==> src/rtl/stream_mux_pkg.sv <==
// Shared definitions for the round-robin stream multiplexer.
package stream_mux_pkg;

  typedef enum logic {
    MODE_MANUAL = 1'b0,
    MODE_RR     = 1'b1
  } mux_mode_t;

endpackage

==> src/rtl/rr_arbiter.sv <==
// Combinational rotate-priority encoder: the first requester after last_grant
// (wrapping modulo NUM_CH) wins.
module rr_arbiter #(
  parameter int NUM_CH = 4,
  parameter int SEL_W  = $clog2(NUM_CH)
) (
  input  logic [NUM_CH-1:0] req,
  input  logic [SEL_W-1:0]  last_grant,
  output logic [SEL_W-1:0]  grant,
  output logic              grant_valid
);

  int idx;

  always_comb begin
    grant       = '0;
    grant_valid = 1'b0;
    idx         = 0;
    // Offsets 1..NUM_CH visit every channel once, last_grant itself last.
    for (int k = 1; k <= NUM_CH; k++) begin
      idx = (int'(last_grant) + k) % NUM_CH;
      if (!grant_valid && req[idx[SEL_W-1:0]]) begin
        grant       = SEL_W'(idx);
        grant_valid = 1'b1;
      end
    end
  end

endmodule

==> src/rtl/stream_mux_rr.sv <==
// N:1 valid/ready stream multiplexer with manual or round-robin selection and
// a single registered output stage running at one word per cycle.
module stream_mux_rr
  import stream_mux_pkg::*;
#(
  parameter int NUM_CH = 4,
  parameter int DATA_W = 8,
  parameter int SEL_W  = $clog2(NUM_CH)
) (
  input  logic                     clk,
  input  logic                     rst_n,
  input  logic                     mode,
  input  logic [SEL_W-1:0]         sel,
  input  logic [NUM_CH*DATA_W-1:0] in_data,
  input  logic [NUM_CH-1:0]        in_valid,
  output logic [NUM_CH-1:0]        in_ready,
  output logic [DATA_W-1:0]        out_data,
  output logic                     out_valid,
  input  logic                     out_ready,
  output logic [SEL_W-1:0]         out_ch
);

  mux_mode_t         mode_e;
  logic              can_load;
  logic              gvalid;
  logic              rr_valid;
  logic [SEL_W-1:0]  grant;
  logic [SEL_W-1:0]  rr_grant;

  logic              out_valid_q,  out_valid_d;
  logic [DATA_W-1:0] out_data_q,   out_data_d;
  logic [SEL_W-1:0]  out_ch_q,     out_ch_d;
  logic [SEL_W-1:0]  last_grant_q, last_grant_d;

  assign mode_e = mux_mode_t'(mode);

  rr_arbiter #(
    .NUM_CH (NUM_CH),
    .SEL_W  (SEL_W)
  ) u_arb (
    .req         (in_valid),
    .last_grant  (last_grant_q),
    .grant       (rr_grant),
    .grant_valid (rr_valid)
  );

  // Grant selection; ready is suppressed during reset so no handshake completes.
  always_comb begin
    grant    = sel;
    gvalid   = 1'b0;
    can_load = !out_valid_q || out_ready;
    in_ready = '0;
    if (mode_e == MODE_RR) begin
      grant  = rr_grant;
      gvalid = rr_valid;
    end else if (int'(sel) < NUM_CH) begin
      gvalid = in_valid[sel];
    end
    if (rst_n && can_load && gvalid) begin
      in_ready[grant] = 1'b1;
    end
  end

  always_comb begin
    out_valid_d  = out_valid_q;
    out_data_d   = out_data_q;
    out_ch_d     = out_ch_q;
    last_grant_d = last_grant_q;
    if (can_load && gvalid) begin
      out_valid_d = 1'b1;
      out_data_d  = in_data[int'(grant)*DATA_W +: DATA_W];
      out_ch_d    = grant;
      if (mode_e == MODE_RR) begin
        last_grant_d = grant;
      end
    end else if (out_ready) begin
      out_valid_d = 1'b0;
    end
  end

  // Reset leaves last_grant at the top channel so channel 0 wins first.
  always_ff @(posedge clk) begin
    if (!rst_n) begin
      out_valid_q  <= 1'b0;
      out_data_q   <= '0;
      out_ch_q     <= '0;
      last_grant_q <= SEL_W'(NUM_CH - 1);
    end else begin
      out_valid_q  <= out_valid_d;
      out_data_q   <= out_data_d;
      out_ch_q     <= out_ch_d;
      last_grant_q <= last_grant_d;
    end
  end

  assign out_valid = out_valid_q;
  assign out_data  = out_data_q;
  assign out_ch    = out_ch_q;

endmodule

==> config.mk <==
export PLATFORM = sky130hd
export DESIGN_NAME = stream_mux_rr
export DESIGN_NICKNAME = d
export VERILOG_FILES = /design/src/rtl/stream_mux_pkg.sv /design/src/rtl/rr_arbiter.sv /design/src/rtl/stream_mux_rr.sv
export SDC_FILE = /design/constraint.sdc
export NUM_CORES = 1
export LEC_CHECK = 0
export CORE_UTILIZATION = 40
export CTS_CLUSTER_DIAMETER = 100
export CTS_CLUSTER_SIZE = 40
export DETAILED_ROUTE_END_ITERATION = 16
export PLACE_DENSITY = 0.8
export SYNTH_ARGS = -nofsm -noshare
export SYNTH_HDL_FRONTEND = slang
export SYNTH_SLANG_ARGS = --single-unit
==> constraint.sdc <==
create_clock -name clk -period 2.6 [get_ports clk]
set_input_delay 0.65 -clock clk [delete_from_list [all_inputs] [get_ports clk]]
set_output_delay 0.65 -clock clk [all_outputs]
set_load 0.1 [all_outputs]
; Word-level counts from Yosys, hierarchy flattened
; Cells that the tools add are included.
[totals]
out_inout_bits = 15
input_bits = 42
reg_bits = 13
word_cells = 55
[op_classes]
magnitude_cmp = 7
muxes = 25
shifts = 1
n_reduce_logical = 14
add_sub_neg = 4
[op_table]
columns = operator, n
row1 = variable part select 32 x 6 -> 8 bit, 1
row2 = less-than comparator 2 x 3 -> 1 bit (second input constant), 6
row3 = two-way mux 1 bit, 13
row4 = binary-select mux 1 bit (select 2 bit), 5
row5 = two-way mux 2 bit, 5
row6 = logical AND 1 bit, 7
row7 = adder 2 x 1 -> 2 bit (second input constant), 2
row8 = adder 2 bit (second input constant), 2
row9 = zero test 1 bit, 4
row10 = two-way mux 4 bit, 1
row11 = demux 1 bit (select 2 bit), 1
row12 = greater-or-equal comparator 2 x 1 -> 1 bit (second input constant), 1
row13 = AND reduction 2 bit, 1
row14 = nonzero test 2 bit, 1
row15 = logical OR 1 bit, 1

; Longest topological paths before layout
[depth]
ltp_word = 19
mapped_depth = 8
depth_no_buf = 5

; Modules after synthesis
; From an unflattened synthesis, not the netlist that was laid out.
[hier_totals]
cells_unflattened = 70
hier_area_um2 = 850.8
[by_module_without_submodules]
columns = mod, area_per_inst_um2, seq_area_each_um2, cells_each, instances
row1 = stream_mux_rr, 759.5, 260.2, 56, 1
row2 = rr_arbiter, 91.3, 0.0, 14, 1

; Worst setup path before layout
; OpenSTA, ideal clock, no wires.
[synth_path]
kind = input to output
startpoint = input in_valid[3]
endpoint = output in_ready[3]
required_time_ns = 1.950
path_stages = 6
n_path_buf = 1
t_arrival_ns = 3.746
slack_ns = -1.796
path_cell_list = nor2b_4 > a2111oi_2 > o311ai_4 > nand3_1 > buf_4 > nor3b_1
[synth_via]
elab_chain_len = 18
elab_cells_between_ends = 33
cone_classes = order compare: 2 / mux: 23 / reduce/logical: 8
[synth_rtl]
columns = element, line
row1 = start: declaration, stream_mux_rr.sv:15  ; input logic [NUM_CH-1:0] in_valid,
row2 = binary-select mux 1 bit (select 2 bit), rr_arbiter.sv:22  ; if (!grant_valid && req[idx[SEL_W-1:0]]) begin
row3 = two-way mux 1 bit (implied by the code), rr_arbiter.sv:22
row4 = two-way mux 1 bit, rr_arbiter.sv:22
row5 = zero test 1 bit, rr_arbiter.sv:22
row6 = logical AND 1 bit, rr_arbiter.sv:22
row7 = two-way mux 1 bit, rr_arbiter.sv:22
row8 = zero test 1 bit, rr_arbiter.sv:22
row9 = logical AND 1 bit, rr_arbiter.sv:22
row10 = (+2 left out), --
row11 = logical AND 1 bit, rr_arbiter.sv:22
row12 = two-way mux 2 bit, rr_arbiter.sv:22
row13 = two-way mux 2 bit, stream_mux_rr.sv:53  ; if (mode_e == MODE_RR) begin
row14 = less-than comparator 2 x 3 -> 1 bit (implied by the code) or greater-or-equal comparator 2 x 1 -> 1 bit (tied branches), stream_mux_rr.sv:60  ; in_ready[grant] = 1'b1;
row15 = logical AND 1 bit (implied by the code), stream_mux_rr.sv:60
row16 = two-way mux 1 bit (implied by the code), stream_mux_rr.sv:60
row17 = demux 1 bit (select 2 bit), stream_mux_rr.sv:60
row18 = two-way mux 4 bit *, stream_mux_rr.sv:59  ; if (rst_n && can_load && gvalid) begin
row19 = end: declaration, stream_mux_rr.sv:16  ; output logic [NUM_CH-1:0] in_ready,
; Every way passes the cells marked *; elsewhere a longest branch is shown, timed or not. The select of a mux whose other input is x is not followed.

; Worst setup path after layout
; Ends and elaborated chain as after synthesis.

==> impl_metrics.tcl <==
set metrics [dict create \
    diodes 0 \
    insertion_delay_ps 290 \
    status "finished, violations left" \
    htreeDepth 1 \
    path_max_fanout 7 \
    grt_pass1_vias 1260 \
    worstPathCellList "buf_8 > nor2b_4 > buf_4 > o211ai_2 > o21ai_1 > buf_4 > nor3b_4 > buf_12" \
    final_cell_mix "43 x buf_4, 33 x clkdlybuf4s50_1, 17 x and2_1" \
    final_max_slew_viol_count 0 \
    dr.first_iter.drc_count 19 \
    placementRows 18 \
    hold_path.class "register to register" \
    hold-path-cell-count 2 \
    async_flop_share_pct 0 \
    first_pass_iters 4 \
    post-route-min-period_ps 2670 \
    grt_max_degree 18 \
    die_h_um 54.9 \
    cts_tree "yes" \
    critPathBufInv 4 \
    grt_overflow_total 0 \
    cp-end-kind "output pin" \
    grt_first_pass_wirelength_um 5910 \
    setup_tns_ps -159 \
    skew_ps 5.70 \
    vdd_drop_max_mv 0.413 \
    leakagePower_nw 0.813 \
    cpPeakStageDelay_ps 240 \
    antenna_found_initial 0 \
    synth_edf_count 0 \
    io_pins 57 \
    synthCells 127 \
    tightestPinTransition_ps 493 \
    cellPowerDensity_nw_per_um2 464 \
    fin_cells 236 \
    layout-drive-gt1-share_pct 40.8 \
    hp-start "out_data[7]$_SDFFE_PN0P_" \
    hold_violations 0 \
    finalCritPeriodShare_pct 103 \
    syn_to_final_growth_pct 83.1 \
    cp.depth 8 \
    syn_nets 169 \
    clockBufferDepth 2 \
    crit_top_cell "buf_4" \
    cp_top_family "buffers and inverters" \
    ant_nets 0 \
    clockRootBuffer "clkbuf_4" \
    nNetsFinal 249 \
    ys_seq_area_share_pct 23.2 \
    cp.required_ps 1950 \
    ys.warnings.count 0 \
    ys_ff_latch 13 \
    synthFlopType "dfxtp_1" \
    seq_area_um2 268 \
    avgSynthCellArea_um2 8.82 \
    wirelength_um 4290 \
    clk_pin_slew_ps 90 \
    portBuffers 56 \
    post-place-ws_ps -647 \
    critPathLaunch "in_valid[3]" \
    cts_buffers 3 \
    synth_cell_types 43 \
    via_per_inst 5.92 \
    syn_area_um2 1120 \
    reg2regPathDepth 8 \
    finalPower_mw 0.951 \
    drc 0 \
    cp.arrival_ps 2020 \
    cp_slowest_cell "nor3b_4" \
    clkSinkCount 13 \
    routedWlPerCell_um 18.2 \
    setup_viol 4 \
    setup_ws_ps -71.8 \
    layout_commonest_cell "buf_4" \
    gp_congestion 0.930 \
    place_inst 228 \
    die_area_um2 3020 \
    hold_buffers 0 \
    max_freq_ghz 0.374 \
    multi_input_area_um2 900 \
    grt_setup_unrepaired "true" \
    hpwl_um 3120 \
    r2r-start "last_grant_q[1]$_SDFFE_PN1P_" \
    violations "negative setup slack" \
    core_um2 2570 \
    fillers 157 \
    start_kind "input pin" \
    crit_type "input pin to output pin" \
    max-cap-violations 0 \
    track_usage_pct 28.1 \
    vias 1398 \
    die_x_um 54.9 \
    max_slew_margin_pct 67.1 \
    start_util_pct 43.6 \
]
through the flow:
| step | hold WS (ps) | instance area [µm²] | utilization [%] |
|---|---|---|---|
| CTS | 493 | 1970 | 76.9 |
| finish | 495 | 2050 | 79.9 |
| floorplan | 635 | 1170 | - |
| global placement | 465 | 1910 | 74.2 |
| global route | 511 | 2050 | 79.9 |
| detailed placement | 478 | 1910 | 74.2 |
cell type report:
| cell class | instances | area share, % |
|---|---|---|
| multi-input combinational | 100 | 43.9 |
| timing repair buffer | 87 | 39.6 |
| sequential | 13 | 13.1 |
| tap | 30 | 1.83 |
| clock buffer | 4 | 1.28 |
| inverter | 2 | 0.366 |
worst min-delay path, stage by stage, from the launching register on:
cell and delay [ps]:
dfxtp_1 320, nand2_1 60, o32ai_1 70
Yosys cell counts (3+ instances only):
cell type  instances  area share, %
and2_1            17            9.5
a221oi_1          14             11
dfxtp_1           13             23
nand2_1            9            3.0
o21ai_0            7            3.1
o32ai_1            7            5.5
buf_2              5            2.2
nand2b_1           4            2.2
nor2_1             4            1.3
clkbuf_1           3            1.0
nand3_1            3            1.3
flip-flops by register name, summed over array words and instances (netlist names):
signal        cells
out_valid         1
out_ch            2
last_grant_q      2
out_data          8
final timing paths:
| path | to | slack (ps) |
|---|---|---|
| max | in_ready[3] | -70 |
| min | out_data[7]$_SDFFE_PN0P_ | 500 |
| min reg2reg | out_data[7]$_SDFFE_PN0P_ | 500 |
| max reg2reg | out_data[7]$_SDFFE_PN0P_ | 540 |
repair_timing:
action                                 CTS  global route
gates cloned                             0             0
setup endpoints to repair                4             4
gates resized for setup                 38            18
endpoints found under the hold margin    0             0
pin swaps                                6             5
setup buffers                            1             3
power by group:
group | internal, mW | total, mW | leakage, nW | switching, mW
Combinational | 0.222 | 0.565 | 0.690 | 0.343
Sequential | 0.224 | 0.249 | 0.108 | 0.0245
Clock | 0.0597 | 0.137 | 0.0150 | 0.0775
layer usage:
metal	vias to the layer above	wire (µm)	global-route usage (%)
met5	-	0	0
li1	663	-	-
met2	42	2240	48.4
met4	0	102	10.0
met1	678	1820	35.7
met3	15	137	3.55
logic make-up (layout without fill, tap and decap cells):
| family | after synthesis | count (layout) | synth area share [%] |
|---|---|---|---|
| buffers and inverters | 14 | 93 | 7.60 |
| DFF | 13 | 13 | 23.2 |
| AOI/OAI and AO/OA | 45 | 45 | 36.6 |
| and+or+nand+nor | 51 | 51 | 27.7 |
| muxes | 4 | 4 | 4.80 |
Power figures use the tool's default switching activity.
